## src/rtl/bank_cmd_arbiter_if.sv

```systemverilog
// Command and refresh handshake bundle between the bank machines, the command
// arbiter (slave side) and the PHY-side command slot.
interface bank_cmd_arbiter_if #(
    parameter int unsigned NBANKS = 8,
    parameter int unsigned AW     = 17
);
    logic [NBANKS-1:0]    bank_cmd_valid;
    logic [NBANKS-1:0]    bank_cmd_ready;
    logic [NBANKS-1:0]    bank_cmd_first;
    logic [NBANKS-1:0]    bank_cmd_last;
    logic [NBANKS*AW-1:0] bank_cmd_a;
    logic [NBANKS*3-1:0]  bank_cmd_ba;
    logic [NBANKS-1:0]    bank_cmd_cas;
    logic [NBANKS-1:0]    bank_cmd_ras;
    logic [NBANKS-1:0]    bank_cmd_we;
    logic [NBANKS-1:0]    bank_cmd_is_cmd;
    logic [NBANKS-1:0]    bank_cmd_is_read;
    logic [NBANKS-1:0]    bank_cmd_is_write;
    logic [NBANKS-1:0]    bank_refresh_req;
    logic [NBANKS-1:0]    bank_refresh_gnt;

    logic                 out_valid;
    logic                 out_ready;
    logic [AW-1:0]        out_a;
    logic [2:0]           out_ba;
    logic                 out_cas;
    logic                 out_ras;
    logic                 out_we;
    logic                 out_is_read;
    logic                 out_is_write;

    modport slave (
        input  bank_cmd_valid, bank_cmd_a, bank_cmd_ba, bank_cmd_cas, bank_cmd_ras,
               bank_cmd_we, bank_cmd_is_cmd, bank_cmd_is_read, bank_cmd_is_write,
               bank_refresh_gnt, out_ready,
        output bank_cmd_ready, bank_cmd_first, bank_cmd_last, bank_refresh_req,
               out_valid, out_a, out_ba, out_cas, out_ras, out_we, out_is_read, out_is_write
    );

    modport master (
        output bank_cmd_valid, bank_cmd_a, bank_cmd_ba, bank_cmd_cas, bank_cmd_ras,
               bank_cmd_we, bank_cmd_is_cmd, bank_cmd_is_read, bank_cmd_is_write,
               bank_refresh_gnt, out_ready,
        input  bank_cmd_ready, bank_cmd_first, bank_cmd_last, bank_refresh_req,
               out_valid, out_a, out_ba, out_cas, out_ras, out_we, out_is_read, out_is_write
    );
endinterface

```

## src/rtl/bank_cmd_arbiter.sv

```systemverilog
// Round-robin arbiter over the bank-machine command streams with inter-bank
// tRRD/tCCD/tWTR spacing and the refresh handshake; one registered output slot.
module bank_cmd_arbiter #(
    parameter int unsigned NBANKS = 8,
    parameter int unsigned AW     = 17
) (
    input  logic                     sys_clk,
    input  logic                     sys_rst_n,
    bank_cmd_arbiter_if.slave        bus,
    input  logic                     ref_req,
    output logic                     ref_ack,
    input  logic [7:0]               tRRD_cfg,
    input  logic [7:0]               tCCD_cfg,
    input  logic [7:0]               tWTR_cfg
);
    localparam int unsigned BW = (NBANKS > 1) ? $clog2(NBANKS) : 1;
    localparam int unsigned CW = 8;
    localparam logic [1:0]  T_RRD = 2'd0;
    localparam logic [1:0]  T_CCD = 2'd1;
    localparam logic [1:0]  T_WTR = 2'd2;

    typedef struct packed {
        logic [AW-1:0] a;
        logic [2:0]    ba;
        logic          cas;
        logic          ras;
        logic          we;
        logic          is_read;
        logic          is_write;
    } cmd_t;

    typedef enum logic [2:0] {
        ST_NORMAL = 3'd0,
        ST_DRAIN  = 3'd1,
        ST_ISSUE  = 3'd2,
        ST_WAIT   = 3'd3,
        ST_DONE   = 3'd4
    } state_t;

    state_t            state, state_nxt;
    logic [BW-1:0]     rr_ptr;
    cmd_t              out_q, grant_cmd;
    logic              out_valid_q;
    logic              refresh_req_q;

    logic [NBANKS-1:0] is_act, is_rd, is_wr, elig;
    logic [AW-1:0]     a_arr  [NBANKS];
    logic [2:0]        ba_arr [NBANKS];

    logic [CW-1:0]     t_cfg  [3];
    logic [CW-1:0]     t_eff  [3];
    logic [CW-1:0]     t_cnt  [3];
    logic [2:0]        t_rdy;
    logic [2:0]        t_ld;

    logic              grant_any;
    logic [BW-1:0]     grant_idx;
    logic [BW-1:0]     cand;
    logic              out_free;
    logic              arb_en;
    logic              issue;
    logic              load;
    logic              unused_is_cmd;

    assign unused_is_cmd = ^bus.bank_cmd_is_cmd;
    assign out_free      = ~out_valid_q | bus.out_ready;

    // Per-bank command class decode and timing eligibility
    for (genvar i = 0; i < NBANKS; i++) begin : g_bank
        assign is_act[i] = bus.bank_cmd_ras[i] & ~bus.bank_cmd_cas[i] & ~bus.bank_cmd_we[i];
        assign is_rd[i]  = bus.bank_cmd_cas[i] & bus.bank_cmd_is_read[i];
        assign is_wr[i]  = bus.bank_cmd_cas[i] & bus.bank_cmd_is_write[i];
        assign elig[i]   = bus.bank_cmd_valid[i]
                         & (~is_act[i] | t_rdy[T_RRD])
                         & (~is_rd[i]  | (t_rdy[T_CCD] & t_rdy[T_WTR]))
                         & (~is_wr[i]  | t_rdy[T_CCD]);
        assign a_arr[i]  = bus.bank_cmd_a[i*AW +: AW];
        assign ba_arr[i] = bus.bank_cmd_ba[i*3 +: 3];
    end

    // First eligible bank at or after the pointer, wrapping
    always_comb begin
        grant_any = 1'b0;
        grant_idx = '0;
        cand      = '0;
        for (int unsigned k = 0; k < NBANKS; k++) begin
            cand = BW'((32'(rr_ptr) + k) % NBANKS);
            if (!grant_any && elig[cand]) begin
                grant_any = 1'b1;
                grant_idx = cand;
            end
        end
    end

    assign load = arb_en & out_free & grant_any;

    assign bus.bank_cmd_ready = load ? (NBANKS'(1) << grant_idx) : '0;
    assign bus.bank_cmd_first = bus.bank_cmd_ready;
    assign bus.bank_cmd_last  = bus.bank_cmd_ready;

    assign grant_cmd.a        = a_arr[grant_idx];
    assign grant_cmd.ba       = ba_arr[grant_idx];
    assign grant_cmd.cas      = bus.bank_cmd_cas[grant_idx];
    assign grant_cmd.ras      = bus.bank_cmd_ras[grant_idx];
    assign grant_cmd.we       = bus.bank_cmd_we[grant_idx];
    assign grant_cmd.is_read  = bus.bank_cmd_is_read[grant_idx];
    assign grant_cmd.is_write = bus.bank_cmd_is_write[grant_idx];

    // Spacing timers: the next same-class grant is allowed cfg cycles after a load
    assign t_cfg[T_RRD] = tRRD_cfg;
    assign t_cfg[T_CCD] = tCCD_cfg;
    assign t_cfg[T_WTR] = tWTR_cfg;
    assign t_ld[T_RRD]  = load & is_act[grant_idx];
    assign t_ld[T_CCD]  = load & (is_rd[grant_idx] | is_wr[grant_idx]);
    assign t_ld[T_WTR]  = load & is_wr[grant_idx];

    for (genvar j = 0; j < 3; j++) begin : g_tmr
        assign t_eff[j] = (t_cfg[j] == '0) ? CW'(1) : t_cfg[j];

        always_ff @(posedge sys_clk or negedge sys_rst_n) begin
            if (!sys_rst_n) begin
                t_cnt[j] <= '0;
                t_rdy[j] <= 1'b1;
            end else if (t_ld[j]) begin
                t_cnt[j] <= t_eff[j] - CW'(1);
                t_rdy[j] <= (t_eff[j] == CW'(1));
            end else if (!t_rdy[j]) begin
                t_cnt[j] <= t_cnt[j] - CW'(1);
                if (t_cnt[j] == CW'(1)) t_rdy[j] <= 1'b1;
            end
        end
    end

    always_ff @(posedge sys_clk or negedge sys_rst_n) begin
        if (!sys_rst_n) state <= ST_NORMAL;
        else            state <= state_nxt;
    end

    always_comb begin
        state_nxt = state;
        unique case (state)
            ST_NORMAL: if (ref_req) state_nxt = ST_DRAIN;
            ST_DRAIN:  if ((&bus.bank_refresh_gnt) && out_free) state_nxt = ST_ISSUE;
            ST_ISSUE:  state_nxt = ST_WAIT;
            ST_WAIT:   if (out_valid_q && bus.out_ready) state_nxt = ST_DONE;
            ST_DONE:   if (!ref_req) state_nxt = ST_NORMAL;
            default:   state_nxt = ST_NORMAL;
        endcase
    end

    // ref_req blocks grants in the very cycle it is seen
    always_comb begin
        arb_en  = 1'b0;
        issue   = 1'b0;
        ref_ack = 1'b0;
        unique case (state)
            ST_NORMAL: arb_en  = ~ref_req;
            ST_ISSUE:  issue   = 1'b1;
            ST_WAIT:   ref_ack = out_valid_q & bus.out_ready;
            default:   ;
        endcase
    end

    // Output slot, round-robin pointer and refresh request register
    always_ff @(posedge sys_clk or negedge sys_rst_n) begin
        if (!sys_rst_n) begin
            out_q         <= '0;
            out_valid_q   <= 1'b0;
            rr_ptr        <= '0;
            refresh_req_q <= 1'b0;
        end else begin
            refresh_req_q <= (state_nxt != ST_NORMAL);
            if (load) begin
                out_valid_q <= 1'b1;
                out_q       <= grant_cmd;
                rr_ptr      <= (grant_idx == BW'(NBANKS - 1)) ? '0 : grant_idx + BW'(1);
            end else if (issue) begin
                out_valid_q       <= 1'b1;
                out_q             <= '0;
                out_q.cas         <= 1'b1;
                out_q.ras         <= 1'b1;
            end else if (bus.out_ready) begin
                out_valid_q <= 1'b0;
            end
        end
    end

    assign bus.bank_refresh_req = {NBANKS{refresh_req_q}};
    assign bus.out_valid        = out_valid_q;
    assign bus.out_a            = out_q.a;
    assign bus.out_ba           = out_q.ba;
    assign bus.out_cas          = out_q.cas;
    assign bus.out_ras          = out_q.ras;
    assign bus.out_we           = out_q.we;
    assign bus.out_is_read      = out_q.is_read;
    assign bus.out_is_write     = out_q.is_write;
endmodule

```

## src/flat_wrapper.sv

```systemverilog
// flat-port wrapper written by rule: the top's interface ports become plain ports
module bank_cmd_arbiter_flat 
#(
    parameter int unsigned NBANKS = 8,
    parameter int unsigned AW     = 17
)
  (sys_clk, sys_rst_n, ref_req, ref_ack, tRRD_cfg, tCCD_cfg, tWTR_cfg, bus_bank_cmd_valid, bus_bank_cmd_a, bus_bank_cmd_ba, bus_bank_cmd_cas, bus_bank_cmd_ras, bus_bank_cmd_we, bus_bank_cmd_is_cmd, bus_bank_cmd_is_read, bus_bank_cmd_is_write, bus_bank_refresh_gnt, bus_out_ready, bus_bank_cmd_ready, bus_bank_cmd_first, bus_bank_cmd_last, bus_bank_refresh_req, bus_out_valid, bus_out_a, bus_out_ba, bus_out_cas, bus_out_ras, bus_out_we, bus_out_is_read, bus_out_is_write);
  bank_cmd_arbiter_if #(.NBANKS(NBANKS), .AW(AW)) bus_i ();
  input  logic sys_clk;
  input  logic sys_rst_n;
  input  logic ref_req;
  output logic ref_ack;
  input  logic [7:0] tRRD_cfg;
  input  logic [7:0] tCCD_cfg;
  input  logic [7:0] tWTR_cfg;
  input wire logic [$bits(bus_i.bank_cmd_valid)-1:0] bus_bank_cmd_valid;
  input wire logic [$bits(bus_i.bank_cmd_a)-1:0] bus_bank_cmd_a;
  input wire logic [$bits(bus_i.bank_cmd_ba)-1:0] bus_bank_cmd_ba;
  input wire logic [$bits(bus_i.bank_cmd_cas)-1:0] bus_bank_cmd_cas;
  input wire logic [$bits(bus_i.bank_cmd_ras)-1:0] bus_bank_cmd_ras;
  input wire logic [$bits(bus_i.bank_cmd_we)-1:0] bus_bank_cmd_we;
  input wire logic [$bits(bus_i.bank_cmd_is_cmd)-1:0] bus_bank_cmd_is_cmd;
  input wire logic [$bits(bus_i.bank_cmd_is_read)-1:0] bus_bank_cmd_is_read;
  input wire logic [$bits(bus_i.bank_cmd_is_write)-1:0] bus_bank_cmd_is_write;
  input wire logic [$bits(bus_i.bank_refresh_gnt)-1:0] bus_bank_refresh_gnt;
  input wire logic [$bits(bus_i.out_ready)-1:0] bus_out_ready;
  output wire logic [$bits(bus_i.bank_cmd_ready)-1:0] bus_bank_cmd_ready;
  output wire logic [$bits(bus_i.bank_cmd_first)-1:0] bus_bank_cmd_first;
  output wire logic [$bits(bus_i.bank_cmd_last)-1:0] bus_bank_cmd_last;
  output wire logic [$bits(bus_i.bank_refresh_req)-1:0] bus_bank_refresh_req;
  output wire logic [$bits(bus_i.out_valid)-1:0] bus_out_valid;
  output wire logic [$bits(bus_i.out_a)-1:0] bus_out_a;
  output wire logic [$bits(bus_i.out_ba)-1:0] bus_out_ba;
  output wire logic [$bits(bus_i.out_cas)-1:0] bus_out_cas;
  output wire logic [$bits(bus_i.out_ras)-1:0] bus_out_ras;
  output wire logic [$bits(bus_i.out_we)-1:0] bus_out_we;
  output wire logic [$bits(bus_i.out_is_read)-1:0] bus_out_is_read;
  output wire logic [$bits(bus_i.out_is_write)-1:0] bus_out_is_write;
  assign bus_i.bank_cmd_valid = bus_bank_cmd_valid;
  assign bus_i.bank_cmd_a = bus_bank_cmd_a;
  assign bus_i.bank_cmd_ba = bus_bank_cmd_ba;
  assign bus_i.bank_cmd_cas = bus_bank_cmd_cas;
  assign bus_i.bank_cmd_ras = bus_bank_cmd_ras;
  assign bus_i.bank_cmd_we = bus_bank_cmd_we;
  assign bus_i.bank_cmd_is_cmd = bus_bank_cmd_is_cmd;
  assign bus_i.bank_cmd_is_read = bus_bank_cmd_is_read;
  assign bus_i.bank_cmd_is_write = bus_bank_cmd_is_write;
  assign bus_i.bank_refresh_gnt = bus_bank_refresh_gnt;
  assign bus_i.out_ready = bus_out_ready;
  assign bus_bank_cmd_ready = bus_i.bank_cmd_ready;
  assign bus_bank_cmd_first = bus_i.bank_cmd_first;
  assign bus_bank_cmd_last = bus_i.bank_cmd_last;
  assign bus_bank_refresh_req = bus_i.bank_refresh_req;
  assign bus_out_valid = bus_i.out_valid;
  assign bus_out_a = bus_i.out_a;
  assign bus_out_ba = bus_i.out_ba;
  assign bus_out_cas = bus_i.out_cas;
  assign bus_out_ras = bus_i.out_ras;
  assign bus_out_we = bus_i.out_we;
  assign bus_out_is_read = bus_i.out_is_read;
  assign bus_out_is_write = bus_i.out_is_write;
  bank_cmd_arbiter #(.NBANKS(NBANKS), .AW(AW)) u_core (.sys_clk(sys_clk), .sys_rst_n(sys_rst_n), .bus(bus_i), .ref_req(ref_req), .ref_ack(ref_ack), .tRRD_cfg(tRRD_cfg), .tCCD_cfg(tCCD_cfg), .tWTR_cfg(tWTR_cfg));
endmodule
```

## config.mk

```make
export PLATFORM = sky130hd
export DESIGN_NAME = bank_cmd_arbiter_flat
export DESIGN_NICKNAME = d
export VERILOG_FILES = /design/src/rtl/bank_cmd_arbiter_if.sv /design/src/rtl/bank_cmd_arbiter.sv /design/src/flat_wrapper.sv
export SDC_FILE = /design/constraint.sdc
export NUM_CORES = 1
export LEC_CHECK = 0
export CAP_MARGIN = 0
export CORE_MARGIN = 2
export CORE_UTILIZATION = 45
export DETAILED_ROUTE_END_ITERATION = 12
export GPL_TIMING_DRIVEN = 0
export PLACE_DENSITY = 0.86
export SYNTH_ARGS = -nofsm -noshare
export SYNTH_HDL_FRONTEND = slang
export SYNTH_SLANG_ARGS = --single-unit
```

## constraint.sdc

```tcl
create_clock -name sys_clk -period 13.9 [get_ports sys_clk]
set_clock_uncertainty 0.15 [all_clocks]
set_input_delay 2.78 -clock sys_clk [delete_from_list [all_inputs] [get_ports sys_clk]]
set_output_delay 2.78 -clock sys_clk [all_outputs]
set_load 0.01 [all_outputs]
```

==> flow_summary.yaml, run 1 <==
clocking:
  postCtsSetupBuffers: 0
  clk_latency_ns: 0.33
  cts-buffers-inserted: 9
  cts_hold_buf: 0
  cts_buffer_depth: 2
  cts_resized: 0
  clk_pin_slew_worst_paths_ns: 0.05
  root_buffer: "clkbuf_16"
  cts_max_level: 3
  cts.sinks: 60
  cts_tree: "done"
floorplan:
  start_util_pct: 45.9
  coreArea_um2: 15100
  die_area_um2: 16400
  die_h_um: 128
  io_pins: 311
  die_w_um: 128
  rows: 45
setup_path:
  r2r-start: "u_core.rr_ptr[0]"
  crit_arrival_ns: 8.55
  worst_r2r_endpoint: "u_core.rr_ptr[2]"
  reg2reg_depth: 16
  setup.worst_path.start: "bus_bank_cmd_cas[5]"
  path_cells: "clkdlybuf4s50_1 -> nor3b_1 -> nand2b_1 -> and3_1 -> mux4_2 -> nor4_1 -> o211ai_1 -> o2bb2ai_1 -> clkbuf_1 -> buf_2 -> buf_1 -> ha_1 -> ha_1 -> and2_1 -> buf_4 -> clkdlybuf4s50_1"
  path_depth: 16
  critPathTopFamily: "buffers and inverters"
  path_buf_inv: 6
  ff2ff_setup_slack_ns: 8.44
  endpoint: "bus_bank_cmd_last[7]"
  slowest_stage: "o2bb2ai_1"
  crit_required_ns: 10.97
  crit_path_end_kind: "primary output"
  critical_path.max_fanout: 11
  critPathKind: "in2out"
  max_stage_delay_ns: 0.65
  start_kind: "input port"
synthesis:
  syn_inst: 838
  synth_edf_count: 0
  syn-num-nets: 1110
  ys_types: 73
  async_flop_share_pct: 100
  ys_ff_latch: 60
  seq_area_frac_synth_pct: 21.7
  syn_area_um2: 6920
  synth_ff_type: "dfrtp_1"
  synth_warnings: 0
  syn_area_per_cell_um2: 8.26
grt:
  grt_overflow_total: 0
  use_met1_pct: 44.7
  grt_max_degree: 34
  grtUsageTotal_pct: 33.3
  top_usage_layer: "met2"
  grt_pass1_wl_um: 42200
  grt_use_met3_pct: 7.43
  antenna_found_initial: 1
  grtUsageMet2_pct: 54.2
  grt_pass1_vias: 7727
detailed_routing:
  firstDrtPassIters: 5
  post-route-drc-count: 0
  drtAntennaViolNets: 0
  vias_per_cell: 5.98
  vias: 8042
  dr.first_iter.drc_count: 745
  wl_um: 28000
  wire_per_inst_um: 20.8
layout:
  fin_area_um2: 10500
  finalNetCount: 1424
  antennaDiodeCount: 0
  final_common_cell: "clkdlybuf4s50_1"
  drive_gt1_share_pct: 8.82
  final_util_pct: 69.8
  mostFrequentLayoutCells: "clkdlybuf4s50_1 (301), mux2i_1 (82), a211oi_1 (72)"
  synthToLayoutAreaGrowth_pct: 52.1
power_and_ir_drop:
  vdd_drop_max_mv: 0.249
  power_density_nw_per_um2: 285
  total_power_mw: 3.00
  p_leak_nw: 4.23
placement:
  gp_routability_congestion: 0.989
  place_ws_ns: 2.60
  port_buffers: 302
  placed_cell_area_um2: 10200
  dpl.hpwl_um: 22800
sta:
  setup_viol: 0
  max_slew_margin_pct: 38.5
  tns_ns: 0
  fin_ws_ns: 2.42
  hold_viol: 0
  min_period_over_period_pct: 82.6
  grt_setup_unrepaired: "false"
  maxSlewViolCount: 0
  finalCriticalPeriod_ns: 11.48
  tightest_slew_ns: 0.923
  max_freq_mhz: 87.1
run_status:
  status: "finished clean"
job:
  cap_violations: 0
hold_path:
  hp-class: "reg2reg"
-- worst min-delay path by stage --
| stage | startpoint | to | cells after the start |
|---|---|---|---|
| 2_1_floorplan | u_core.t_cnt[17] | u_core.t_cnt[17] | 1 |
| 3_3_place_gp | u_core.bus.out_a[0] | u_core.bus.out_a[0] | 2 |
| 3_5_place_dp | u_core.bus.out_a[0] | u_core.bus.out_a[0] | 2 |
| 4_1_cts | u_core.bus.out_a[16] | u_core.bus.out_a[16] | 2 |
| 5_1_grt | u_core.bus.out_a[16] | u_core.bus.out_a[16] | 2 |
| 6_report | u_core.bus.out_ba[2] | u_core.bus.out_ba[2] | 2 |
-- per-layer routing --
layer	share of wire, %	wire length, µm	vias to the layer above
met5	0.046	13	-
li1	-	-	3716
met1	41	11500	3788
met4	2.5	702	2
met3	10	2810	69
met2	46	13000	467
-- registers in the layout, summed over array words and instances, names as in the netlist, 3 cells and up --
signal,cells
u_core.bus.out_a,17
u_core.bus.out_ba,3
u_core.rr_ptr,3
u_core.state,3
u_core.t_cnt,24
u_core.t_rdy,3
-- kinds of logic (layout without fill, tap and decap cells) --
logic type                 Yosys count  after routing  synth area share [%]
buffers and inverters              100            419                  7.48
adders and majority gates           20             20                  3.62
AOI/OAI and AO/OA                  247            247                  24.8
DFF                                 60             60                  21.7
xor gates and xnor gates            39             39                  4.93
and+or+nand+nor                    271            271                  20.6
muxes                              101            101                  16.7
-- cells in the mapped netlist, drive strengths merged (24+ instances only) --
cell,instances,share of area [%]
a211oi,74,8.2
nand2,72,3.9
a21oi,62,4.6
o21ai,47,3.4
clkbuf,27,1.5
nor2b,60,5.4
mux2i,82,12
nor2,41,2.5
buf,48,4.7
dfrtp,57,21
xnor2,25,3.2
inv,24,1.3
-- area by class of cell --
cell class / count / area, µm²
clock inverters: 5 / 100
repair buffers: 303 / 3040
flip-flops and latches: 60 / 1510
inverters: 25 / 93.8
multi-input cells: 678 / 4900
plain buffers: 75 / 424
clock buffers: 11 / 233
well taps: 188 / 235
fillers: 1234 / 4560
-- metrics by stage --
| step | std cells | hold slack (ns) |
|---|---|---|
| after detailed placement | 1329 | 0.320 |
| after global routing | 1345 | 0.371 |
| final | 1345 | 0.339 |
| after CTS | 1345 | 0.338 |
| after floorplan | 838 | 0.344 |
| after global placement | 1328 | 0.315 |
-- where the power goes --
part           total [mW]  internal (mW)  switching, mW
clock network       0.254          0.174         0.0794
logic                2.42          0.939           1.48
registers           0.319          0.249         0.0707
total                3.00           1.36           1.63
-- worst register-to-register path: stages (launching register included) --
cell and delay [ns]:
dfrtp_1 0.49, inv_1 0.15, clkbuf_1 0.26, ha_1 0.37, clkbuf_1 0.40, mux4_2 0.66
nor2_1 0.12, a21oi_1 0.05, o31ai_1 0.24, o2bb2ai_1 0.38, clkbuf_1 0.49, buf_2 0.35
buf_1 0.55, ha_1 0.30, ha_1 0.24, nand2_1 0.05, o21ai_0 0.08
No activity file was read; power rests on OpenSTA's default activity.
==> run 2: changes to the inputs <==
- CORE_UTILIZATION: 45 -> 39
- PLACE_DENSITY: 0.86 -> 0.79
- clock period: 13.9 -> 10.5 ns (I/O delays scaled with it)
==> flow_summary.yaml, run 2 (synthesis gave the netlist of run 1 again) <==
clocking:
  cts_hold_buf: 0
  cts-buffers-inserted: 9
  clk_latency_ns: 0.34
  clk_pin_slew_worst_paths_ns: 0.05
  cts_tree: "done"
  cts_resized: 0
  cts_max_level: 3
  root_buffer: "clkbuf_16"
  cts_buffer_depth: 2
  postCtsSetupBuffers: 0
  cts.sinks: 60
detailed_routing:
  post-route-drc-count: 0
  dr.first_iter.drc_count: 507
  firstDrtPassIters: 5
  drtAntennaViolNets: 0
  vias: 7782
  wire_per_inst_um: 20.5
  wl_um: 28300
  vias_per_cell: 5.63
layout:
  mostFrequentLayoutCells: "clkdlybuf4s50_1 (301), mux2i_1 (82), a211oi_1 (72)"
  drive_gt1_share_pct: 8.64
  synthToLayoutAreaGrowth_pct: 52.3
  finalNetCount: 1424
  largest_reg_flops: 24
  final_util_pct: 60.9
  fin_area_um2: 10500
  final_common_cell: "clkdlybuf4s50_1"
  regMostFlops: "u_core.t_cnt"
  antennaDiodeCount: 0
floorplan:
  io_pins: 311
  die_w_um: 137
  coreArea_um2: 17300
  die_h_um: 137
  die_area_um2: 18800
  rows: 48
  start_util_pct: 40.0
grt:
  grt_overflow_total: 0
  grt_max_degree: 35
  grt_pass1_vias: 7506
  grt_pass1_wl_um: 41600
  antenna_found_initial: 3
  grtUsageTotal_pct: 29.3
placement:
  port_buffers: 302
  placed_cell_area_um2: 10200
  dpl.hpwl_um: 23400
  gp_routability_congestion: 0.965
setup_path:
  crit_path_end_kind: "primary output"
  crit_arrival_ns: 7.88
  critPathTopFamily: "buffers and inverters"
  path_depth: 16
  worst_r2r_endpoint: "u_core.rr_ptr[2]"
  r2r-start: "u_core.rr_ptr[0]"
  reg2reg_depth: 16
  critical_path.max_fanout: 11
  path_cells: "clkdlybuf4s50_1 -> nor3b_1 -> nand2b_1 -> and3_1 -> mux4_2 -> nor4_1 -> o211ai_1 -> o2bb2ai_1 -> clkbuf_1 -> buf_2 -> buf_1 -> ha_1 -> ha_1 -> and2_1 -> buf_4 -> clkdlybuf4s50_1"
  max_stage_delay_ns: 0.68
  crit_required_ns: 8.25
  start_kind: "input port"
  ff2ff_setup_slack_ns: 4.95
  path_buf_inv: 6
  critPathKind: "in2out"
  slowest_stage: "o2bb2ai_1"
sta:
  hold_viol: 0
  hold_slack_ns: 0.340
  tns_ns: 0
  tightest_slew_ns: 0.815
  max_freq_mhz: 98.7
  max_slew_margin_pct: 45.7
  grt_setup_unrepaired: "false"
  min_period_over_period_pct: 96.5
  setup_viol: 0
  maxSlewViolCount: 0
  finalCriticalPeriod_ns: 10.13
hold_path:
  holdCritStartpoint: "u_core.bus.out_we"
  hp-class: "reg2reg"
  whs_path_depth: 2
  min_to: "u_core.bus.out_we"
power_and_ir_drop:
  power_density_nw_per_um2: 373
  p_leak_nw: 4.21
  vdd_drop_max_mv: 0.295
  total_power_mw: 3.93
run_status:
  status: "finished clean"
job:
  cap_violations: 0
==> run 2: worst max path at each step <==
stage | slack, ns | end | from
after CTS | 0.51 | bus_bank_cmd_last[3] | bus_bank_cmd_cas[5]
after global placement | 0.49 | bus_bank_cmd_last[3] | bus_bank_cmd_ras[5]
final | 0.37 | bus_bank_cmd_ready[3] | bus_bank_cmd_ras[5]
after detailed placement | 0.51 | bus_bank_cmd_last[7] | bus_bank_cmd_cas[5]
after global routing | 0.15 | bus_bank_cmd_last[3] | bus_bank_cmd_cas[5]
after floorplan | 2.59 | bus_bank_cmd_last[3] | bus_bank_cmd_cas[6]
==> run 2: cell type report <==
class	instances	area, µm²
fillers	1553	6760
repair buffers	303	3040
clock buffers	15	268
plain buffers	75	424
clock inverters	1	30.0
multi-input cells	678	4900
flip-flops and latches	60	1510
well taps	225	282
inverters	25	93.8
==> run 2: metrics by stage <==
| stage | cells | setup WS, ns |
|---|---|---|
| 2_1_floorplan | 838 | 2.59 |
| 3_5_place_dp | 1366 | 0.512 |
| 4_1_cts | 1382 | 0.509 |
| 5_1_grt | 1382 | 0.153 |
| 3_3_place_gp | 1365 | 0.487 |
| 6_report | 1382 | 0.367 |
==> run 2: metal layers <==
layer / GRT usage, % / vias to the layer above / share of wire [%]
met4: 8.59 / 4 / 2.0
met5: 0 / - / 0.095
met2: 47.0 / 297 / 48
met1: 39.3 / 3729 / 43
li1: - / 3710 / -
met3: 6.73 / 42 / 7.8
==> run 2: power by group <==
group	switching (mW)	internal [mW]
logic	1.96	1.25
clock network	0.105	0.197
registers	0.0908	0.329
==> run 2: worst min-delay path, cell delays in order, from the launching register on <==
cell	delay [ns]
dfrtp_1	0.35
nand2_1	0.05
o21ai_0	0.06
==> run 3: changes to the inputs <==
- CAP_MARGIN: 0 -> unset
==> results of run 3 <==
No change in the layout: final DEF, timing and power equal those of run 2.
